## config.mk

```make
export PLATFORM = sky130hd
export DESIGN_NAME = gpr_wb_sched_ysyx_23060136
export DESIGN_NICKNAME = d
export VERILOG_FILES = /design/src/rtl/gpr_sched_pkg_ysyx_23060136.sv /design/src/rtl/gpr_wb_sched_ysyx_23060136_rr_arb2.sv /design/src/rtl/gpr_wb_sched_ysyx_23060136.sv
export SDC_FILE = /design/constraint.sdc
export NUM_CORES = 1
export LEC_CHECK = 0
export BUFFER_PORTS_ARGS = -buffer_cell sky130_fd_sc_hd__buf_4
export CORE_MARGIN = 2
export CORE_UTILIZATION = 35
export DETAILED_ROUTE_END_ITERATION = 8
export PLACE_DENSITY = 0.61
export SYNTH_ARGS = -nofsm -noshare
export SYNTH_HDL_FRONTEND = slang
export SYNTH_HIERARCHICAL = 1
export SYNTH_SLANG_ARGS = --single-unit
```

## constraint.sdc

```tcl
create_clock -name clk -period 12 [get_ports clk]
set_input_delay 0.6 -clock clk [delete_from_list [all_inputs] [get_ports clk]]
set_output_delay 0.6 -clock clk [all_outputs]
set_load 0.02 [all_outputs]
```

## src/rtl/gpr_sched_pkg_ysyx_23060136.sv

```systemverilog
// Purpose: shared types and constants for the RV32E GPR writeback scheduler.
// Latency: n/a (declarations only).
// Backpressure: n/a. Exports NUM_GPR, XLEN, wb_grant_t, gpr_idx_t, popcount16().
package gpr_sched_pkg_ysyx_23060136;

  localparam int NUM_GPR = 16;
  localparam int XLEN    = 32;

  typedef enum logic {GNT_EXU, GNT_LSU} wb_grant_t;

  typedef logic [4:0] gpr_idx_t;

  // Number of set bits in a 16-bit register mask (0..16 fits in 5 bits).
  function automatic logic [4:0] popcount16(input logic [15:0] v);
    logic [4:0] c;
    c = '0;
    for (int i = 0; i < 16; i++) begin
      c = c + {4'b0000, v[i]};
    end
    return c;
  endfunction

endpackage

```

## src/rtl/gpr_wb_sched_ysyx_23060136_rr_arb2.sv

```systemverilog
// Purpose: two-requester round-robin arbiter (EXU / LSU) with last-grant memory.
// Latency: grant is combinational from req; last_grant updates at the granting edge.
// Backpressure: a losing requester keeps req high until granted. Ports: clk, rst (async low), req_exu, req_lsu, gnt[1:0] (bit0 EXU, bit1 LSU).
module rr_arb2_ysyx_23060136
  import gpr_sched_pkg_ysyx_23060136::*;
(
  input  logic       clk,
  input  logic       rst,
  input  logic       req_exu,
  input  logic       req_lsu,
  output logic [1:0] gnt
);

  wb_grant_t last_grant_q, last_grant_d;

  always_comb begin
    gnt          = 2'b00;
    last_grant_d = last_grant_q;
    if (req_exu && req_lsu) begin
      // Conflict: favour whoever did not win last time.
      if (last_grant_q == GNT_EXU) gnt = 2'b10;
      else                         gnt = 2'b01;
    end else if (req_exu) begin
      gnt = 2'b01;
    end else if (req_lsu) begin
      gnt = 2'b10;
    end
    if (gnt[1])      last_grant_d = GNT_LSU;
    else if (gnt[0]) last_grant_d = GNT_EXU;
  end

  // Reset to EXU so that LSU wins the first conflict.
  always_ff @(posedge clk or negedge rst) begin
    if (!rst) last_grant_q <= GNT_EXU;
    else      last_grant_q <= last_grant_d;
  end

endmodule

```

## src/rtl/gpr_wb_sched_ysyx_23060136.sv

```systemverilog
// Purpose: GPR busy scoreboard (RAW/WAW issue stall) plus single write-port scheduler for EXU/LSU writeback.
// Latency: grant in cycle N -> RegWr/WBU_rd/rf_busW in N+1 -> busy clear at end of N+1; dependent issue ready in N+2.
// Backpressure: issue_ready drops on hazard; exu/lsu_wb_ready is the combinational grant. Outputs: RegWr/WBU_rd/rf_busW, outstanding, wb_err.
module gpr_wb_sched_ysyx_23060136
  import gpr_sched_pkg_ysyx_23060136::*;
(
  input  logic            clk,
  input  logic            rst,
  input  logic            issue_valid,
  input  logic [4:0]      issue_rs1,
  input  logic [4:0]      issue_rs2,
  input  logic [4:0]      issue_rd,
  input  logic            issue_wen,
  output logic            issue_ready,
  input  logic            exu_wb_valid,
  input  logic [4:0]      exu_wb_rd,
  input  logic [XLEN-1:0] exu_wb_data,
  output logic            exu_wb_ready,
  input  logic            lsu_wb_valid,
  input  logic [4:0]      lsu_wb_rd,
  input  logic [XLEN-1:0] lsu_wb_data,
  output logic            lsu_wb_ready,
  output logic            RegWr,
  output logic [4:0]      WBU_rd,
  output logic [XLEN-1:0] rf_busW,
  output logic [4:0]      outstanding,
  output logic            wb_err
);

  logic [NUM_GPR-1:0] busy_q, busy_d;
  logic [4:0]         outstanding_q, outstanding_d;
  logic               reg_wr_q, reg_wr_d;
  gpr_idx_t           wbu_rd_q, wbu_rd_d;
  logic [XLEN-1:0]    bus_w_q, bus_w_d;
  logic               wb_err_q, wb_err_d;

  logic [1:0]      gnt;
  logic            wb_fire;
  gpr_idx_t        wb_rd;
  logic [XLEN-1:0] wb_data;
  logic [3:0]      rs1_idx, rs2_idx, rd_idx, wb_idx;
  logic            hz, issue_fire;

  // Only the low four index bits address the RV32E file.
  logic unused_idx_bits;
  assign unused_idx_bits = ^{issue_rs1[4], issue_rs2[4], issue_rd[4]};

  assign rs1_idx = issue_rs1[3:0];
  assign rs2_idx = issue_rs2[3:0];
  assign rd_idx  = issue_rd[3:0];

  rr_arb2_ysyx_23060136 u_arb (
    .clk     (clk),
    .rst     (rst),
    .req_exu (exu_wb_valid),
    .req_lsu (lsu_wb_valid),
    .gnt     (gnt)
  );

  assign exu_wb_ready = gnt[0];
  assign lsu_wb_ready = gnt[1];
  assign wb_fire      = gnt[0] | gnt[1];
  assign wb_rd        = gnt[1] ? lsu_wb_rd   : exu_wb_rd;
  assign wb_data      = gnt[1] ? lsu_wb_data : exu_wb_data;
  assign wb_idx       = wb_rd[3:0];

  assign hz = ((rs1_idx != 4'd0) && busy_q[rs1_idx]) ||
              ((rs2_idx != 4'd0) && busy_q[rs2_idx]) ||
              (issue_wen && (rd_idx != 4'd0) && busy_q[rd_idx]);
  assign issue_ready = ~hz;
  assign issue_fire  = issue_valid & issue_ready;

  always_comb begin
    busy_d   = busy_q;
    reg_wr_d = 1'b0;
    wbu_rd_d = wbu_rd_q;
    bus_w_d  = bus_w_q;
    wb_err_d = wb_err_q;

    // Clear at the edge where the file captures the data; the WAW check
    // guarantees this never collides with a set on the same index.
    if (reg_wr_q) busy_d[wbu_rd_q[3:0]] = 1'b0;
    if (issue_fire && issue_wen && (rd_idx != 4'd0)) busy_d[rd_idx] = 1'b1;
    busy_d[0] = 1'b0;

    if (wb_fire) begin
      reg_wr_d = (wb_idx != 4'd0);
      wbu_rd_d = wb_rd;
      bus_w_d  = wb_data;
      if ((wb_idx != 4'd0) && !busy_q[wb_idx]) wb_err_d = 1'b1;
    end

    outstanding_d = popcount16(busy_d);
  end

  always_ff @(posedge clk or negedge rst) begin
    if (!rst) begin
      busy_q        <= '0;
      outstanding_q <= '0;
      reg_wr_q      <= 1'b0;
      wbu_rd_q      <= '0;
      bus_w_q       <= '0;
      wb_err_q      <= 1'b0;
    end else begin
      busy_q        <= busy_d;
      outstanding_q <= outstanding_d;
      reg_wr_q      <= reg_wr_d;
      wbu_rd_q      <= wbu_rd_d;
      bus_w_q       <= bus_w_d;
      wb_err_q      <= wb_err_d;
    end
  end

  assign RegWr       = reg_wr_q;
  assign WBU_rd      = wbu_rd_q;
  assign rf_busW     = bus_w_q;
  assign outstanding = outstanding_q;
  assign wb_err      = wb_err_q;

endmodule

```

# Word-level counts from Yosys, hierarchy flattened

Index checks and enable logic that the tools add are counted.

Input bits: 95
Register bits: 60
Logic and storage cells: 76

Multiplexer cells: 23
Magnitude comparators: 7
Add/sub/neg operators: 14
Reduce and logical (&&, ||, !) cells: 19
Bitwise gates (word level): 6

Operators with widths:

| cell                 | number |
|---|---|
| $add A5 B1 Y5        | 10 |
| $mux W16             | 2 |
| $mux W32             | 1 |
| $lt A4 B5 Y1 const B | 5 |
| $and A16 B16 Y16     | 1 |
| $bmux W1 S4          | 4 |
| $not A16 Y16         | 1 |
| $or A16 B16 Y16      | 1 |
| $reduce_bool A4 Y1   | 4 |
| $logic_and A1 B1 Y1  | 10 |
| $mux W1              | 9 |
| $demux W1 S4         | 2 |
| $ge A4 B1 Y1 const B | 2 |
| $mux W2              | 4 |
| $add A4 B1 Y5        | 1 |
| $mux W5              | 1 |
| $add A3 B1 Y4        | 1 |
| $add A2 B1 Y3        | 1 |
| $add A1 B1 Y2        | 1 |
| $logic_or A1 B1 Y1   | 2 |
| $reduce_and A2 Y1    | 1 |
| $reduce_bool A2 Y1   | 1 |
| $and A1 B1 Y1        | 1 |
| $logic_not A1 Y1     | 1 |
| other kinds (2)      | 2 |

# Logic depth before layout (Yosys ltp)

Gate-level depths: netlist (run 1).

Depth in word-level cells: 24
Gate-level depth with buffers: 19
Depth with buffers taken out: 17

# Hierarchy

The synthesis (run 1) kept the hierarchy.

By module, submodules not included:

| module                     | area each (µm²) | times used | cells an instance | seq. area each (µm²) |
|---|---|---|---|---|
| gpr_wb_sched_ysyx_23060136 | 3559.7          | 1          | 340               | 1451.4 |
| rr_arb2_ysyx_23060136      | 60.1            | 1          | 7                 | 25.0 |

# Worst setup path before layout (run 1)

OpenSTA, ideal clock, no wires.

Path kind: in2reg
From: in issue_rs1[0]
To: reg outstanding_q[1], in the netlist outstanding[1]
Setup slack: 6.520 ns
Library setup time: 0.064 ns
Required time: 11.936 ns
Stages on the path: 18
Arrival time: 5.416 ns
Path through: buf_2 > mux4_2 > mux2i_1 > mux2i_1 > or2_4 > buf_4 > o41a_1 > fa_1 > fa_1 > inv_1 > fa_1 > inv_1 > fa_1 > inv_1 > fa_1 > inv_1 > fa_1 > inv_1

Longest elaborated chain between the ends: 24
Elaborated cells between the ends (all ways): 25
Those cells by class: add/sub (14); mux (3); bitwise (2); reduce/logical (6)

Ends and longest elaborated chain:

| item                                | line                              | source |
|---|---|---|
| start, declared                     | gpr_wb_sched_ysyx_23060136.sv:10  | `input logic [4:0] issue_rs1,` |
| $bmux W1 S4                         | gpr_wb_sched_ysyx_23060136.sv:67  | `assign hz = ((rs1_idx != 4'd0) && busy_q[rs1_idx]) \|\|` |
| $mux W1 (implied by the code)       | gpr_wb_sched_ysyx_23060136.sv:67  |  |
| $logic_and A1 B1 Y1 *               | gpr_wb_sched_ysyx_23060136.sv:67  |  |
| $logic_or A1 B1 Y1 *                | gpr_wb_sched_ysyx_23060136.sv:67  |  |
| $logic_or A1 B1 Y1 *                | gpr_wb_sched_ysyx_23060136.sv:68  | `((rs2_idx != 4'd0) && busy_q[rs2_idx]) \|\|` |
| $not A1 Y1 *                        | gpr_wb_sched_ysyx_23060136.sv:70  | `assign issue_ready = ~hz;` |
| $and A1 B1 Y1 *                     | gpr_wb_sched_ysyx_23060136.sv:71  | `assign issue_fire = issue_valid & issue_ready;` |
| $logic_and A1 B1 Y1 * (2 in series) | gpr_wb_sched_ysyx_23060136.sv:83  | `if (issue_fire && issue_wen && (rd_idx != 4'd0)) busy_d[rd_idx] = 1'b1;` |
| $mux W16 *                          | gpr_wb_sched_ysyx_23060136.sv:83  |  |
| $add A1 B1 Y2                       | gpr_sched_pkg_ysyx_23060136.sv:18 | `c = c + {4'b0000, v[i]};` |
| $add A2 B1 Y3                       | gpr_sched_pkg_ysyx_23060136.sv:18 |  |
| $add A3 B1 Y4                       | gpr_sched_pkg_ysyx_23060136.sv:18 |  |
| $add A4 B1 Y5                       | gpr_sched_pkg_ysyx_23060136.sv:18 |  |
| $add A5 B1 Y5 (9 in series)         | gpr_sched_pkg_ysyx_23060136.sv:18 |  |
| $add A5 B1 Y5 *                     | gpr_sched_pkg_ysyx_23060136.sv:18 |  |
| via outstanding_d[1]                | gpr_wb_sched_ysyx_23060136.sv:31  | `logic [4:0] outstanding_q, outstanding_d;` |
| end signal, assigned                | gpr_wb_sched_ysyx_23060136.sv:106 | `outstanding_q <= outstanding_d;` |
| end, declared                       | gpr_wb_sched_ysyx_23060136.sv:31  |  |

Mark *: on every way through the listed nets, which the timed path passes. The rest lies on a longest branch. The select of a mux whose other input is x is not followed.
A chain may end at the register's enable or synchronous reset.

# Final worst setup path (run 1)

From: reg busy_q[11]
To: reg outstanding_q[1], in the netlist outstanding[1]

Longest elaborated chain between the ends: 24
Elaborated cells between the ends (all ways): 33
Those cells by class: add/sub (14); mux (8); bitwise (4); reduce/logical (7)

Ends and longest elaborated chain:

| item                                          | line                                                               | source |
|---|---|---|
| start, declared                               | gpr_wb_sched_ysyx_23060136.sv:30                                   | `logic [NUM_GPR-1:0] busy_q, busy_d;` |
| start signal, assigned                        | gpr_wb_sched_ysyx_23060136.sv:105                                  | `busy_q <= busy_d;` |
| $bmux W1 S4, on equally long branches         | gpr_wb_sched_ysyx_23060136.sv:67, gpr_wb_sched_ysyx_23060136.sv:68 |  |
| $mux W1, on equally long branches             | gpr_wb_sched_ysyx_23060136.sv:67, gpr_wb_sched_ysyx_23060136.sv:68 |  |
| $logic_and A1 B1 Y1, on equally long branches | gpr_wb_sched_ysyx_23060136.sv:67, gpr_wb_sched_ysyx_23060136.sv:68 |  |
| $logic_or A1 B1 Y1                            | gpr_wb_sched_ysyx_23060136.sv:67                                   |  |
| $logic_or A1 B1 Y1                            | gpr_wb_sched_ysyx_23060136.sv:68                                   |  |
| $not A1 Y1                                    | gpr_wb_sched_ysyx_23060136.sv:70                                   |  |
| $and A1 B1 Y1                                 | gpr_wb_sched_ysyx_23060136.sv:71                                   |  |
| $logic_and A1 B1 Y1 (2 in series)             | gpr_wb_sched_ysyx_23060136.sv:83                                   |  |
| $mux W16 *                                    | gpr_wb_sched_ysyx_23060136.sv:83                                   |  |
| $add A1 B1 Y2                                 | gpr_sched_pkg_ysyx_23060136.sv:18                                  |  |
| $add A2 B1 Y3                                 | gpr_sched_pkg_ysyx_23060136.sv:18                                  |  |
| $add A3 B1 Y4                                 | gpr_sched_pkg_ysyx_23060136.sv:18                                  |  |
| $add A4 B1 Y5                                 | gpr_sched_pkg_ysyx_23060136.sv:18                                  |  |
| $add A5 B1 Y5 (9 in series)                   | gpr_sched_pkg_ysyx_23060136.sv:18                                  |  |
| $add A5 B1 Y5 *                               | gpr_sched_pkg_ysyx_23060136.sv:18                                  |  |
| via outstanding_d[1]                          | gpr_wb_sched_ysyx_23060136.sv:31                                   |  |

Marked as above.

==> metrics.md, run 1 <==
| Metric | Value |
|---|---|
| Most common cell in the synthesized netlist | `sky130_fd_sc_hd__dfrtp_1` |
| Count of port buffers added during placement | `137` |
| Maximum operating frequency | `180 MHz` |
| FF-to-FF setup slack | `6.44 ns` |
| Final Slew Violations | `0` |
| Total Neg Setup Slack | `0 ns` |
| Utilization after layout | `48.7%` |
| Core ar. | `10,200 um^2` |
| Logic pwr share | `55.3%` |
| Routed via count | `3,229` |
| Fill count | `962` |
| Total wire length after detailed routing | `10,300 um` |
| First-pass GRT wire length | `16,900 um` |
| Fraction of layout instances using a drive strength above 1 | `36.1%` |
| CTS resizes | `0` |
| Pint | `702 uW` |
| Reg power frac | `26.9%` |
| Vias/cell | `5.27` |
| Post-synth top area share | `40.8%` |
| Max rail drop VDD | `0.177 mV` |
| Clock power frac | `17.8%` |
| Master of the slowest instance on the critical path | `sky130_fd_sc_hd__a221o_1` |
| Share of flip-flops with an asynchronous set or reset | `100%` |
| Placement row count | `37` |
| Slew headroom | `42.5%` |
| Origin of the critical flop-to-flop path | `busy_q[11]$_DFF_PN0_` |
| Setup skew after layout | `0.0111 ns` |
| Average wire per cell in the routed design | `16.8 um` |
| Required @ worst endpoint | `12.27 ns` |
| Average instance area after synthesis | `10.4 um^2` |
| TritonCTS clock tree | `yes` |
| Post-CTS Hold Buffers | `0` |
| Number of iterations in the first detailed-routing pass | `4` |
| Share of the clock period used by the worst path after layout | `46.3%` |
| Post-detailed-route DRC marker count | `0` |
| Arrival time reported for the critical path endpoint | `5.83 ns` |
| Post-Syn Nets | `454` |
| Post-detailed-route count of antenna-violating nets | `0` |
| Library cell occupying the most area in the post-synthesis netlist | `sky130_fd_sc_hd__dfrtp_1` |
| Worst stage delay on the critical path | `0.56 ns` |
| H-tree depth | `3` |
| Final setup violation count | `0` |
| Most used standard cells in the synthesized netlist | `sky130_fd_sc_hd__dfrtp_1 (59), sky130_fd_sc_hd__mux2i_1 (57), sky130_fd_sc_hd__o21ai_0 (48)` |
| Power per unit of standard cell area | `242 nW/um^2` |
| Clock transition at path regs | `0.08 ns` |
| Count of synthesis-stage warnings from yosys | `6` |
| Flip-flop and latch count after synthesis | `59` |
| Outcome | `complete, no violations` |
| Pin count of the biggest net entering global routing | `72` |
| Worst setup EP type | `flop` |
| Slew @ Worst Pin | `0.839 ns` |
| Cell seen most often among critical-path stages | `sky130_fd_sc_hd__fa_1` |
| Final hold viol count | `0` |
| Tightest Hold Check Type | `in -> async` |
| DP Area | `4740 um^2` |
| Final std cell area, no fill | `4960 um^2` |
| Net switching component of the power | `498 uW` |
| Kind of start point of the critical path | `flop` |
| DPL Wire Length | `7570 um` |
| Buffer levels on the longest clock path | `2` |
| Width of the die | `106 um` |
| Number of inserted diodes | `0` |
| Via count of the first global-routing pass | `3,376` |
| Pleak | `2.32 nW` |
| Switching share of power | `41.5%` |
| Reg-to-Reg End | `outstanding[1]$_DFF_PN0_` |
| Die Y | `106 um` |
| Count of flip-flops with a built-in enable after synthesis | `0` |
| Clk root buf | `sky130_fd_sc_hd__clkbuf_8` |
| Final weighted congestion in routability-driven placement | `0.869` |
| Total congestion overflow | `0` |
| Post-CTS Setup Inserts | `0` |
| Initial antenna violation count | `0` |
| # nets final | `579` |
| Worst-path maximum fanout | `22` |
| Starting utilization of the core area | `35.5%` |
| Cell depth of the worst flop-to-flop path | `16` |
| Layout overhead on the synthesized area | `37.2%` |
| Most used DFF post-synth | `sky130_fd_sc_hd__dfrtp_1` |
| Number of violations of the max-capacitance limit | `0` |
| GR Util All Layers | `19.2%` |
| Post-Syn Instances | `347` |
| Biggest area contributors in the synthesized netlist | `sky130_fd_sc_hd__dfrtp_1 (41%), sky130_fd_sc_hd__mux2i_1 (16%), sky130_fd_sc_hd__o21ai_0 (6.6%)` |
| Count of different cell masters after synthesis | `42` |
| Crit-path cells | `mux4_2 > nor2b_1 > nor3_1 > a221o_1 > o41a_1 > fa_1 > fa_1 > inv_1 > fa_1 > inv_1 > fa_1 > inv_1 > fa_1 > inv_1 > fa_1 > inv_1` |
| Worst skew pair latency | `0.33 ns` |
| Final period demand of the worst path | `5.56 ns` |
| Category of the critical setup timing path | `reg -> reg` |
| Summed instance area of the synthesized netlist | `3620 um^2` |
| Sequential element share of the synthesized area | `40.8%` |
| Iteration-0 DRC Markers | `126` |
| Unrepaired setup endpoints after global routing | `false` |
| Ports | `142` |
| Clock buffer count from CTS | `9` |
| Total die area | `11,200 um^2` |
| # clock sinks | `59` |
## power by group through the flow
stage | Sequential [mW] | Combinational (mW) | Clock [mW]
2_1_floorplan | 0.332 | 0.466 | 0
3_3_place_gp | 0.323 | 0.674 | 0
3_5_place_dp | 0.325 | 0.681 | 0
4_1_cts | 0.322 | 0.683 | 0.216
5_1_grt | 0.331 | 0.781 | 0.225
6_report | 0.322 | 0.664 | 0.213
## area by class of cell
type | instances | area (um^2) | share of cell area [%]
tap | 136 | 170 | 3.43
timing repair buffer | 139 | 1040 | 21.0
sequential | 59 | 1480 | 29.7
multi-input combinational | 248 | 1990 | 40.1
clock buffer | 12 | 155 | 3.13
clock inverter | 4 | 72.6 | 1.46
inverter | 15 | 56.3 | 1.13
## how the worst max path moves through the flow
stage                    startpoint  slack [ns]                  endpoint
3_3_place_gp            issue_rd[0]        6.18  outstanding[1]$_DFF_PN0_
6_report       busy_q[11]$_DFF_PN0_        6.44  outstanding[1]$_DFF_PN0_
5_1_grt        busy_q[11]$_DFF_PN0_        6.19  outstanding[1]$_DFF_PN0_
2_1_floorplan          issue_rs1[0]        6.52  outstanding[1]$_DFF_PN0_
3_5_place_dp            issue_rd[0]        6.15  outstanding[1]$_DFF_PN0_
4_1_cts        busy_q[11]$_DFF_PN0_        6.43  outstanding[1]$_DFF_PN0_
## per-stage QoR
stage / hold slack [ns] / power (mW) / cells / worst slack, ns
6_report: 0.330 / 1.20 / 613 / 6.44
5_1_grt: 0.381 / 1.34 / 613 / 6.19
4_1_cts: 0.363 / 1.22 / 613 / 6.43
3_5_place_dp: 0.547 / 1.01 / 597 / 6.15
3_3_place_gp: 0.534 / 0.996 / 597 / 6.18
2_1_floorplan: 0.304 / 0.798 / 347 / 6.52
## flip-flops by register name, indices dropped and copies added, names as in the netlist
name                cells
RegWr                   1
WBU_rd                  5
busy_q                 15
outstanding             4
rf_busW                32
u_arb/last_grant_q      1
wb_err                  1
## cells in the final DEF (no fill, tap or decap), types with 6 or more instances in the layout
cell type	Yosys	routed
sky130_fd_sc_hd__mux4_2	9	9
sky130_fd_sc_hd__clkbuf_8	0	11
sky130_fd_sc_hd__o41ai_1	11	11
sky130_fd_sc_hd__buf_4	3	139
sky130_fd_sc_hd__nand3_1	12	12
sky130_fd_sc_hd__fa_1	10	10
sky130_fd_sc_hd__inv_1	15	15
sky130_fd_sc_hd__dfrtp_1	59	59
sky130_fd_sc_hd__nor2_1	8	8
sky130_fd_sc_hd__mux2i_1	57	57
sky130_fd_sc_hd__nand2_1	38	38
sky130_fd_sc_hd__a21oi_1	6	6
sky130_fd_sc_hd__o21ai_0	48	48
## cell families (layout without fill, tap and decap cells)
family | count (synthesis) | after routing | share of synthesized area, %
buf+inv | 40 | 170 | 4.84
other cells | 1 | 1 | 0.104
fa+ha+maj | 12 | 12 | 6.22
mux | 68 | 68 | 22.2
compound gates | 86 | 86 | 15.2
flops | 59 | 59 | 40.8
xor+xnor | 1 | 1 | 0.242
simple gates | 80 | 80 | 10.4
## worst max-delay path: cells and delay by family, from the launching register on
family | cells | cell delay [ns]
flops | 1 | 0.47
fa+ha+maj | 6 | 2.95
simple gates | 2 | 0.17
compound gates | 2 | 1.09
buf+inv | 5 | 0.31
mux | 1 | 0.50
## metal layers
layer  global-route usage [%]  up-vias  part of all wire (%)
li1                         -     1505                     -
met1                     23.5     1579                    41
met2                     33.1      125                    51
met3                     3.22       20                   6.0
met4                     8.55        0                   2.6
met5                        0        -                     0
(Power assumes the default switching activity.)
==> inputs of run 2 (changes only) <==
--- a/config.mk
+++ b/config.mk
@@ -5,11 +5,12 @@
 export SDC_FILE = /design/constraint.sdc
 export NUM_CORES = 1
 export LEC_CHECK = 0
+export ABC_AREA = 1
 export BUFFER_PORTS_ARGS = -buffer_cell sky130_fd_sc_hd__buf_4
 export CORE_MARGIN = 2
 export CORE_UTILIZATION = 35
 export DETAILED_ROUTE_END_ITERATION = 8
-export PLACE_DENSITY = 0.61
+export PLACE_DENSITY = 0.63
 export SYNTH_ARGS = -nofsm -noshare
 export SYNTH_HDL_FRONTEND = slang
 export SYNTH_HIERARCHICAL = 1
==> constraint.sdc (replaced) <==
create_clock -name clk -period 4.5 [get_ports clk]
set_input_delay 0.225 -clock clk [delete_from_list [all_inputs] [get_ports clk]]
set_output_delay 0.225 -clock clk [all_outputs]
set_load 0.02 [all_outputs]
==> run 2 against run 1 <==
Effect of this change: the run now ends with negative setup slack left; cell area grew 16%; clock skew shrank 0.0045 ns; routed wire length grew 23%; clock-buffer cell count is the same; clock power grew to 2.8 times the previous value.
==> metrics.md, run 2 <==
| Metric | Value |
|---|---|
| Outcome | `complete, but fails checks` |
| Violated checks | `negative setup slack` |
| First-pass GRT wire length | `20,600 um` |
| Count of port buffers added during placement | `137` |
| Number of inserted diodes | `0` |
| Met2 WL | `6160 um` |
| Minimum hold slack | `0.0988 ns` |
| Most common cell in the synthesized netlist | `sky130_fd_sc_hd__nand2_1` |
| Iteration-0 DRC Markers | `374` |
| Worst setup EP type | `flop` |
| Worst-path maximum fanout | `6` |
| Summed instance area of the synthesized netlist | `3770 um^2` |
| Worst setup timing slack at the placement stage | `-0.239 ns` |
| Arrival time reported for the critical path endpoint | `4.83 ns` |
| Sequential element share of the synthesized area | `39.2%` |
| Count of flip-flops with a built-in enable after synthesis | `0` |
| Endpoint of the worst hold-timing path | `rf_busW[18]$_DFFE_PN0P_` |
| Pin count of the biggest net entering global routing | `60` |
| Fill count | `1,018` |
| Buffer levels on the longest clock path | `2` |
| Worst stage delay on the critical path | `0.57 ns` |
| Highest-count cells in the layout ignoring fill and taps | `sky130_fd_sc_hd__buf_4 (203), sky130_fd_sc_hd__nand2_1 (174), sky130_fd_sc_hd__nand3_1 (104)` |
| Flip-flop and latch count after synthesis | `59` |
| Commonest non-fill, non-tap cell in the layout | `sky130_fd_sc_hd__buf_4` |
| FF-to-FF setup slack | `-0.05 ns` |
| Pleak | `3.06 nW` |
| Unrepaired setup endpoints after global routing | `true` |
| Final Slew Violations | `0` |
| Cell depth of the worst flop-to-flop path | `25` |
| Required @ worst endpoint | `4.78 ns` |
| Slew headroom | `31.8%` |
| # clock sinks | `59` |
| Share of the clock period used by the worst path after layout | `101%` |
| Post-detailed-route count of antenna-violating nets | `0` |
| Final setup violation count | `1` |
| Min-delay src | `lsu_wb_data[18]` |
| Biggest area contributors in the synthesized netlist | `sky130_fd_sc_hd__dfrtp_1 (39%), sky130_fd_sc_hd__nand2_1 (18%), sky130_fd_sc_hd__nand3_1 (14%)` |
| Final std cell area, no fill | `5760 um^2` |
| Total wire length after detailed routing | `12,600 um` |
| Average wire per cell in the routed design | `14.5 um` |
| Number of violations of the max-capacitance limit | `0` |
| Final weighted congestion in routability-driven placement | `0.981` |
| Post-Syn Instances | `533` |
| Kind of start point of the critical path | `flop` |
| Number of flip-flops under the largest register name | `32` |
| Final period demand of the worst path | `4.55 ns` |
| Worst skew pair latency | `0.34 ns` |
| Post-synth top area share | `39.2%` |
| Number of iterations in the first detailed-routing pass | `7` |
| Clk root buf | `sky130_fd_sc_hd__clkbuf_8` |
| Utilization after layout | `55.5%` |
| Library cell occupying the most area in the post-synthesis netlist | `sky130_fd_sc_hd__dfrtp_1` |
| Maximum operating frequency | `220 MHz` |
| Tightest Hold Check Type | `in -> reg` |
| Most used DFF post-synth | `sky130_fd_sc_hd__dfrtp_1` |
| Setup skew after layout | `0.00659 ns` |
| Category of the critical setup timing path | `reg -> reg` |
| Master of the slowest instance on the critical path | `sky130_fd_sc_hd__fa_1` |
| Vias/cell | `4.86` |
| Top Metal Used | `met4` |
| Die Y | `108 um` |
| Post-detailed-route DRC marker count | `0` |
| Final hold viol count | `0` |
| Clock buffer count from CTS | `9` |
| Max rail drop VDD | `0.685 mV` |
| DPL Wire Length | `9410 um` |
| Total die area | `11,600 um^2` |
| Post-Syn Nets | `640` |
| Non-filler instance count after layout | `873` |
| Ports | `142` |
| Placement row count | `37` |
| DP Area | `5310 um^2` |
| # nets final | `839` |
| Met3 wirelength from detailed routing | `777 um` |
| Width of the die | `108 um` |
| Fraction of layout instances using a drive strength above 1 | `36.0%` |
| Share of flip-flops with an asynchronous set or reset | `100%` |
| Count of synthesis-stage warnings from yosys | `6` |
| Setup slack of the critical path after layout | `-0.0488 ns` |
| Origin of the critical flop-to-flop path | `busy_q[7]$_DFF_PN0_` |
| Average instance area after synthesis | `7.07 um^2` |
| Starting utilization of the core area | `36.3%` |
| GR Util All Layers | `22.6%` |
| Clock transition at path regs | `0.07 ns` |
| Initial antenna violation count | `0` |
| H-tree depth | `3` |
| Total congestion overflow | `0` |
| Reg-to-Reg End | `outstanding[1]$_DFF_PN0_` |
| Layout overhead on the synthesized area | `52.7%` |
| Count of different cell masters after synthesis | `30` |
| Inst Count DP | `843` |
| Via count of the first global-routing pass | `4,208` |
| Cell depth of the worst hold path | `3` |
| Routed via count | `4,242` |
| Slew @ Worst Pin | `1.02 ns` |
| Power per unit of standard cell area | `663 nW/um^2` |
| Most used standard cells in the synthesized netlist | `sky130_fd_sc_hd__nand2_1 (178), sky130_fd_sc_hd__nand3_1 (108), sky130_fd_sc_hd__inv_1 (69)` |
| Core ar. | `10,400 um^2` |
| TritonCTS clock tree | `yes` |
| WL met1 | `5400 um` |
==> run 2: cell count changes in the layout (fill, tap and decap cells not counted), sizes merged, moves of 9 or more <==
cell	before	now
mux4	9	0
buf	139	208
inv	15	72
o41ai	11	0
nor2	8	22
o21ai	48	33
nand2	38	179
mux2i	58	0
nand3	12	109
==> run 2: cell families (layout without fill, tap and decap cells) <==
group / Yosys count / count (layout) / synth area share, %
AND/OR/NAND/NOR: 319 / 319 / 36.8
other: 1 / 1 / 0.0995
buffers and inverters: 94 / 298 / 10.0
XOR/XNOR: 1 / 1 / 0.232
flip-flops: 59 / 59 / 39.2
adder cells (fa/ha/maj): 12 / 12 / 5.98
AO/OA/AOI/OAI: 47 / 47 / 7.70
==> run 2: repair_timing <==
item	CTS	global route
setup endpoints to repair	2	2
hold buffers	1	0
buffers inserted	10	3
resized for setup	14	22
pin swaps	13	4
endpoints found under the hold margin	45	0
==> run 2: worst max-delay path, delay by kind of cell, from the launching register on <==
family,cells,cell delay [ns]
AO/OA/AOI/OAI,1,0.06
adder cells (fa/ha/maj),6,2.93
buffers and inverters,9,0.54
flip-flops,1,0.41
AND/OR/NAND/NOR,9,0.55
==> run 2: final cells by class <==
cell class / count / area [um^2] / area share [%]
well taps: 136 / 170 / 2.96
inverters: 73 / 274 / 4.76
clock buffers: 12 / 145 / 2.52
clock inverters: 4 / 97.6 / 1.70
multi-input cells: 380 / 2000 / 34.7
flip-flops and latches: 59 / 1480 / 25.7
repair buffers: 209 / 1590 / 27.6
==> run 2: how the worst max path moves through the flow <==
stage | startpoint | endpoint | slack, ns | depth (start not counted)
finish | busy_q[7]$_DFF_PN0_ | outstanding[1]$_DFF_PN0_ | -0.05 | 25
CTS | busy_q[3]$_DFF_PN0_ | outstanding[1]$_DFF_PN0_ | -0.02 | 22
global placement | busy_q[7]$_DFF_PN0_ | outstanding[1]$_DFF_PN0_ | -0.17 | 21
detailed placement | busy_q[7]$_DFF_PN0_ | outstanding[1]$_DFF_PN0_ | -0.24 | 21
global route | busy_q[7]$_DFF_PN0_ | outstanding[1]$_DFF_PN0_ | -0.27 | 25
floorplan | issue_rd[0] | outstanding[1]$_DFF_PN0_ | 0.03 | 24
==> run 2: through the flow <==
step	setup TNS, ns	total power, mW
after floorplan	0	2.08
after global placement	-0.209	2.83
after detailed placement	-0.326	2.85
after CTS	-0.0233	3.58
after global routing	-0.420	4.22
final	-0.0488	3.82
==> run 2: report_power, final <==
part,internal (mW),switching (mW)
clock,0.384,0.218
combinational,1.11,1.29
sequential,0.702,0.106
total,2.20,1.62
==> run 2: per-layer routing <==
layer | up-vias | track usage [%]
met2 | 145 | 37.3
met5 | - | 0
met1 | 1973 | 29.8
met3 | 27 | 5.02
met4 | 0 | 6.14
li1 | 2097 | -
